===== src/rtl/tictactoe_pkg.sv =====
// Shared types and constants for the tic-tac-toe turn sequencer.
package tictactoe_pkg;

  typedef enum logic [1:0] {
    WAIT_A = 2'd0,
    WAIT_B = 2'd1,
    CHECK  = 2'd2,
    DONE   = 2'd3
  } state_e;

  typedef enum logic [1:0] {
    WIN_NONE = 2'b00,
    WIN_A    = 2'b01,
    WIN_B    = 2'b10,
    WIN_DRAW = 2'b11
  } winner_e;

  localparam logic [3:0] FULL_BOARD = 4'd9;

  function automatic logic is_onehot9(input logic [8:0] v);
    return (v != '0) && ((v & (v - 9'd1)) == '0);
  endfunction

endpackage


===== src/rtl/tictactoe_game_ctrl_detect.sv =====
// Three-in-a-row detector. Bit order: rows top..bottom, columns left..right,
// then the 8-4-0 and 6-4-2 diagonals. Square 8 is top-left.
module DetectWinner
  import tictactoe_pkg::*;
(
  input  logic [8:0] ain,
  input  logic [8:0] bin,
  output logic [7:0] win_line
);

  function automatic logic [7:0] lines(input logic [8:0] b);
    return {b[6] & b[4] & b[2], b[8] & b[4] & b[0],
            b[6] & b[3] & b[0], b[7] & b[4] & b[1], b[8] & b[5] & b[2],
            b[2] & b[1] & b[0], b[5] & b[4] & b[3], b[8] & b[7] & b[6]};
  endfunction

  assign win_line = lines(ain) | lines(bin);

endmodule


===== src/rtl/tictactoe_game_ctrl.sv =====
// Turn sequencer and referee: owns both boards, accepts one-hot moves over
// valid/ready, rejects illegal ones and declares win, draw or player change.
module tictactoe_game_ctrl
  import tictactoe_pkg::*;
(
  input  logic       clk,
  input  logic       reset,
  input  logic       new_game,
  input  logic       first_b,
  input  logic       move_valid,
  input  logic [8:0] move,
  output logic       move_ready,
  output logic       illegal,
  output logic [8:0] ain,
  output logic [8:0] bin,
  output logic       turn,
  output logic [3:0] move_count,
  output logic       game_over,
  output logic [1:0] winner,
  output logic [7:0] win_line
);

  state_e      state_q, state_d;
  winner_e     winner_q, winner_d;
  logic [8:0]  ain_q, ain_d, bin_q, bin_d;
  logic [3:0]  count_q, count_d;
  logic [7:0]  line_q, line_d;
  logic        turn_q, turn_d;
  logic        mover_q, mover_d;
  logic        illegal_q, illegal_d;
  logic        over_q, over_d;
  logic [8:0]  mover_board;
  logic [7:0]  det_line;
  logic        legal;

  // Only the mover's board can hold a new win, so the detector sees just that one.
  assign mover_board = mover_q ? bin_q : ain_q;

  DetectWinner u_detect (
    .ain      (mover_board),
    .bin      ('0),
    .win_line (det_line)
  );

  assign legal = is_onehot9(move) && ((move & (ain_q | bin_q)) == '0);

  always_comb begin
    state_d   = state_q;
    winner_d  = winner_q;
    ain_d     = ain_q;
    bin_d     = bin_q;
    count_d   = count_q;
    line_d    = line_q;
    turn_d    = turn_q;
    mover_d   = mover_q;
    over_d    = over_q;
    illegal_d = 1'b0;
    if (new_game) begin
      ain_d    = '0;
      bin_d    = '0;
      count_d  = '0;
      line_d   = '0;
      winner_d = WIN_NONE;
      over_d   = 1'b0;
      turn_d   = first_b;
      state_d  = first_b ? WAIT_B : WAIT_A;
    end else begin
      unique case (state_q)
        WAIT_A, WAIT_B: begin
          if (move_valid) begin
            if (legal) begin
              if (turn_q) bin_d = bin_q | move;
              else        ain_d = ain_q | move;
              count_d = count_q + 4'd1;
              mover_d = turn_q;
              state_d = CHECK;
            end else begin
              illegal_d = 1'b1;
            end
          end
        end
        CHECK: begin
          if (det_line != '0) begin
            line_d   = det_line;
            winner_d = mover_q ? WIN_B : WIN_A;
            over_d   = 1'b1;
            state_d  = DONE;
          end else if (count_q == FULL_BOARD) begin
            winner_d = WIN_DRAW;
            over_d   = 1'b1;
            state_d  = DONE;
          end else begin
            turn_d  = ~turn_q;
            state_d = turn_q ? WAIT_A : WAIT_B;
          end
        end
        DONE: ;
        default: state_d = WAIT_A;
      endcase
    end
  end

  always_ff @(posedge clk or posedge reset) begin
    if (reset) begin
      state_q   <= WAIT_A;
      winner_q  <= WIN_NONE;
      ain_q     <= '0;
      bin_q     <= '0;
      count_q   <= '0;
      line_q    <= '0;
      turn_q    <= 1'b0;
      mover_q   <= 1'b0;
      illegal_q <= 1'b0;
      over_q    <= 1'b0;
    end else begin
      state_q   <= state_d;
      winner_q  <= winner_d;
      ain_q     <= ain_d;
      bin_q     <= bin_d;
      count_q   <= count_d;
      line_q    <= line_d;
      turn_q    <= turn_d;
      mover_q   <= mover_d;
      illegal_q <= illegal_d;
      over_q    <= over_d;
    end
  end

  assign move_ready = (state_q == WAIT_A) || (state_q == WAIT_B);
  assign illegal    = illegal_q;
  assign ain        = ain_q;
  assign bin        = bin_q;
  assign turn       = turn_q;
  assign move_count = count_q;
  assign game_over  = over_q;
  assign winner     = winner_q;
  assign win_line   = line_q;

endmodule


===== config.mk =====
export PLATFORM = sky130hd
export DESIGN_NAME = tictactoe_game_ctrl
export DESIGN_NICKNAME = d
export VERILOG_FILES = /design/src/rtl/tictactoe_pkg.sv /design/src/rtl/tictactoe_game_ctrl_detect.sv /design/src/rtl/tictactoe_game_ctrl.sv
export SDC_FILE = /design/constraint.sdc
export NUM_CORES = 1
export LEC_CHECK = 0
export BUFFER_PORTS_ARGS = -buffer_cell sky130_fd_sc_hd__buf_2
export CORE_UTILIZATION = 47
export DETAILED_ROUTE_END_ITERATION = 8
export GPL_TIMING_DRIVEN = 0
export PLACE_DENSITY = 0.75
export SETUP_SLACK_MARGIN = 0.4
export SLEW_MARGIN = 0
export SYNTH_ARGS = -nofsm -noshare
export SYNTH_HDL_FRONTEND = slang
export SYNTH_HIERARCHICAL = 1
export SYNTH_SLANG_ARGS = --single-unit

===== constraint.sdc =====
create_clock -name clk -period 2.38 [get_ports clk]
set_input_delay 0.476 -clock clk [delete_from_list [all_inputs] [get_ports clk]]
set_output_delay 0.476 -clock clk [all_outputs]
set_load 0.005 [all_outputs]

==> reports/summary.txt <==
outcome = complete, no violations
clock skew = 0.008154 ns
H-tree depth = 2
Final min period = 2.360 ns
RD Place Congestion = 0.7651
RSZ-0062 raised after global routing = yes
vias in the first global route = 1,697
pwr/cell area = 459.0 nW/um^2
Async SR Flop Fraction = 100.0%
worst-path maximum fanout = 8
die area = 4384 sq um
endpoints failing setup = 0
antenna cells = 0
reg2reg end = state_q[0]
Final Hold Viols = 0
PortBufs = 48
Net Sw Frac = 27.23%
DRC Markers = 0
WL final = 5687 um
antenna violations before repair = 0
max-cap viol count = 0
CP max-delay cell = or4_4
CTS Buffer Depth = 2
CTS tree = done
Worst-path clk slew = 0.08 ns
area of the core = 3799 sq um
Reg power frac = 50.6%
Clk pwr share = 36.5%
synth-to-layout area growth = 46.48%
crit-path most repeated cell = nand2_2
Synth area leader = dfrtp_1
first-pass GRT wire length = 8238 um
# clock sinks = 38
CTS Buf Count = 5
Hold Buf Count CTS = 0
crit-path leading delay family = simple AND/OR/NAND/NOR gates
post-route setup TNS = 0 ns
crit-path max cell delay = 0.54 ns
# fillers = 268
Worst Path Arrival = 2.52 ns
first-iteration detailed-routing DRC count = 152
Post-synth EDFFs = 0
net switching power figure = 0.3549 mW
root buffer cell = clkbuf_8
num ports = 50
mean post-synth cell area = 10.25 sq um
Final Max Slew Viols = 0
Worst Reg-to-Reg Cells = 10
layout cells sized above 1 = 43.06%
FF+latch count, synth = 38
worst skew pair latency = 0.30 ns
pre-CTS setup slack = -0.05401 ns
Int Power = 0.9483 mW
Min Hold Slack = 0.3119 ns
antenna-violating nets left = 0
Period Utilization, post-route = 99.17%
Logic pwr share = 12.9%
Final Core Density = 74.74%
kind of critical path = flop to flop
number of vias per cell = 5.675
WL/cell = 17.29 um
Total Power = 1.303 mW
leakage = 1.386 nW
setup ws final = 0.01984 ns
Primary FF master, synth = dfrtp_1
number of distinct library cells after synthesis = 43
Buf/Inv on CP = 1
Worst Max-Slew Pin Slew = 0.7678 ns
FP Rows = 22
Reg2Reg Launch Point = mover_q
total grt overflow = 0
crit-path cells = buf_6 > mux2_4 > nand3_2 > nand2_2 > or4_4 > nor2_4 > and2_4 > nand2_2 > a21oi_2 > o31ai_2
largest net degree at the start of global routing = 39
Hold Path Class = input pin to async pin
First-pass DRT Iterations = 4
register area share after synthesis = 49.06%
Starting Density = 51.02%
peak supply drop = 0.0004119 V
Mapped Cells = 189
Required @ worst endpoint = 2.54 ns
cell area after synthesis = 1938 sq um
GRT Resource Usage Total = 25.76%
most numerous cell in the Yosys netlist = dfrtp_1
vias = 1,867
most common library cells after synthesis = 38 x dfrtp_1, 25 x nor2_1, 18 x nand3_1
Max-slew headroom = 48.74%
Die Height = 66.22 um
Critical Path End Type = flop
Worst setup SP type = flop
fmax = 423.7 MHz
top cells by area, synth = dfrtp_1 49%, mux2_2 5.2%, nor2_1 4.8%, a32o_1 4.6%, nand3_1 4.6%
Synth Warn # = 6
fin nets = 296
die span in x = 66.22 um
R2R setup slack = 0.02 ns
Yosys top cell area share = 49.06%
detailed placer's ending HPWL = 3380 um
## final cells by class
class	count	area [sq um]	share of cell area (%)
clock inverter	2	12.51	0.4407
clock buffer	6	82.58	2.909
tap	48	60.06	2.115
inverter	5	18.77	0.6611
buffer	7	56.30	1.983
sequential	38	950.9	33.49
timing repair buffer	61	415.4	14.63
multi-input combinational	162	1242	43.76
## per-layer routing
layer | global-route usage [%] | vias up | part of all wire [%]
met4 | 8.511 | 0 | 2.5
li1 | - | 871 | -
met3 | 6.897 | 13 | 6.8
met2 | 41.84 | 85 | 50
met5 | 0 | - | 0
met1 | 33.01 | 898 | 41
## cells by family after synthesis
logic type                 count (synthesis)  synth area share [%]
and+or+nand+nor                           72                 18.85
DFF                                       38                 49.06
adders and majority gates                  2                 1.291
buffers and inverters                     12                 2.581
muxes                                     10                 5.810
other                                      1                0.1935
AOI/OAI and AO/OA                         52                 21.30
xor gates and xnor gates                   2                0.9040
## registers in the layout (all words and copies together) (netlist names)
name and count:
winner 2, state_q 2, game_over 1, move_count 4, bin 9, turn 1
illegal 1, win_line 8, ain 9, mover_q 1
## timing repair
action,4_1_cts,5_1_grt
hold endpoints to repair,0,0
pin swaps,16,24
setup buffers,7,4
endpoints found under the setup margin,35,35
gates resized for setup,20,16
gates cloned,2,0
## through the flow
stage | area (sq um) | instances
final | 2839 | 329
after CTS | 2698 | 325
after global placement | 2417 | 308
after global routing | 2839 | 329
after floorplan | 2117 | 212
after detailed placement | 2417 | 308
## how the worst max path moves through the flow
stage,from,cells past startpoint,slack [ns],endpoint
6_report,mover_q,10,0.02,state_q[0]
5_1_grt,mover_q,10,-0.04,state_q[0]
4_1_cts,mover_q,10,0.10,state_q[0]
3_5_place_dp,mover_q,9,-0.05,win_line[5]
3_3_place_gp,move[0],8,-0.02,move_count[0]
2_1_floorplan,mover_q,10,0.21,state_q[0]
## placed cells by master (no fill, tap or decap), types with 2 or more instances in the layout
cell / n
buf_16: 2
dfrtp_1: 38
mux2_4: 8
ha_1: 2
buf_6: 3
o21ai_0: 8
clkbuf_8: 6
a21oi_1: 2
conb_1: 24
mux2_2: 2
buf_4: 9
a31oi_1: 6
nor2_4: 4
inv_1: 3
nand3_2: 5
a21oi_2: 2
clkbuf_1: 4
buf_2: 46
nand2_2: 4
nand3_1: 13
or3_1: 2
buf_8: 2
nand2_1: 9
a32o_1: 9
a22o_1: 8
or4_4: 4
nor2_1: 21
a31oi_4: 3
buf_12: 2
## power groups by stage
stage	registers [mW]	logic (mW)	clock network [mW]
floorplan	0.670	0.0839	0
global route	0.660	0.182	0.519
finish	0.659	0.168	0.476
CTS	0.658	0.149	0.476
global placement	0.671	0.127	0
detailed placement	0.671	0.129	0
Power figures use the tool's default switching activity.
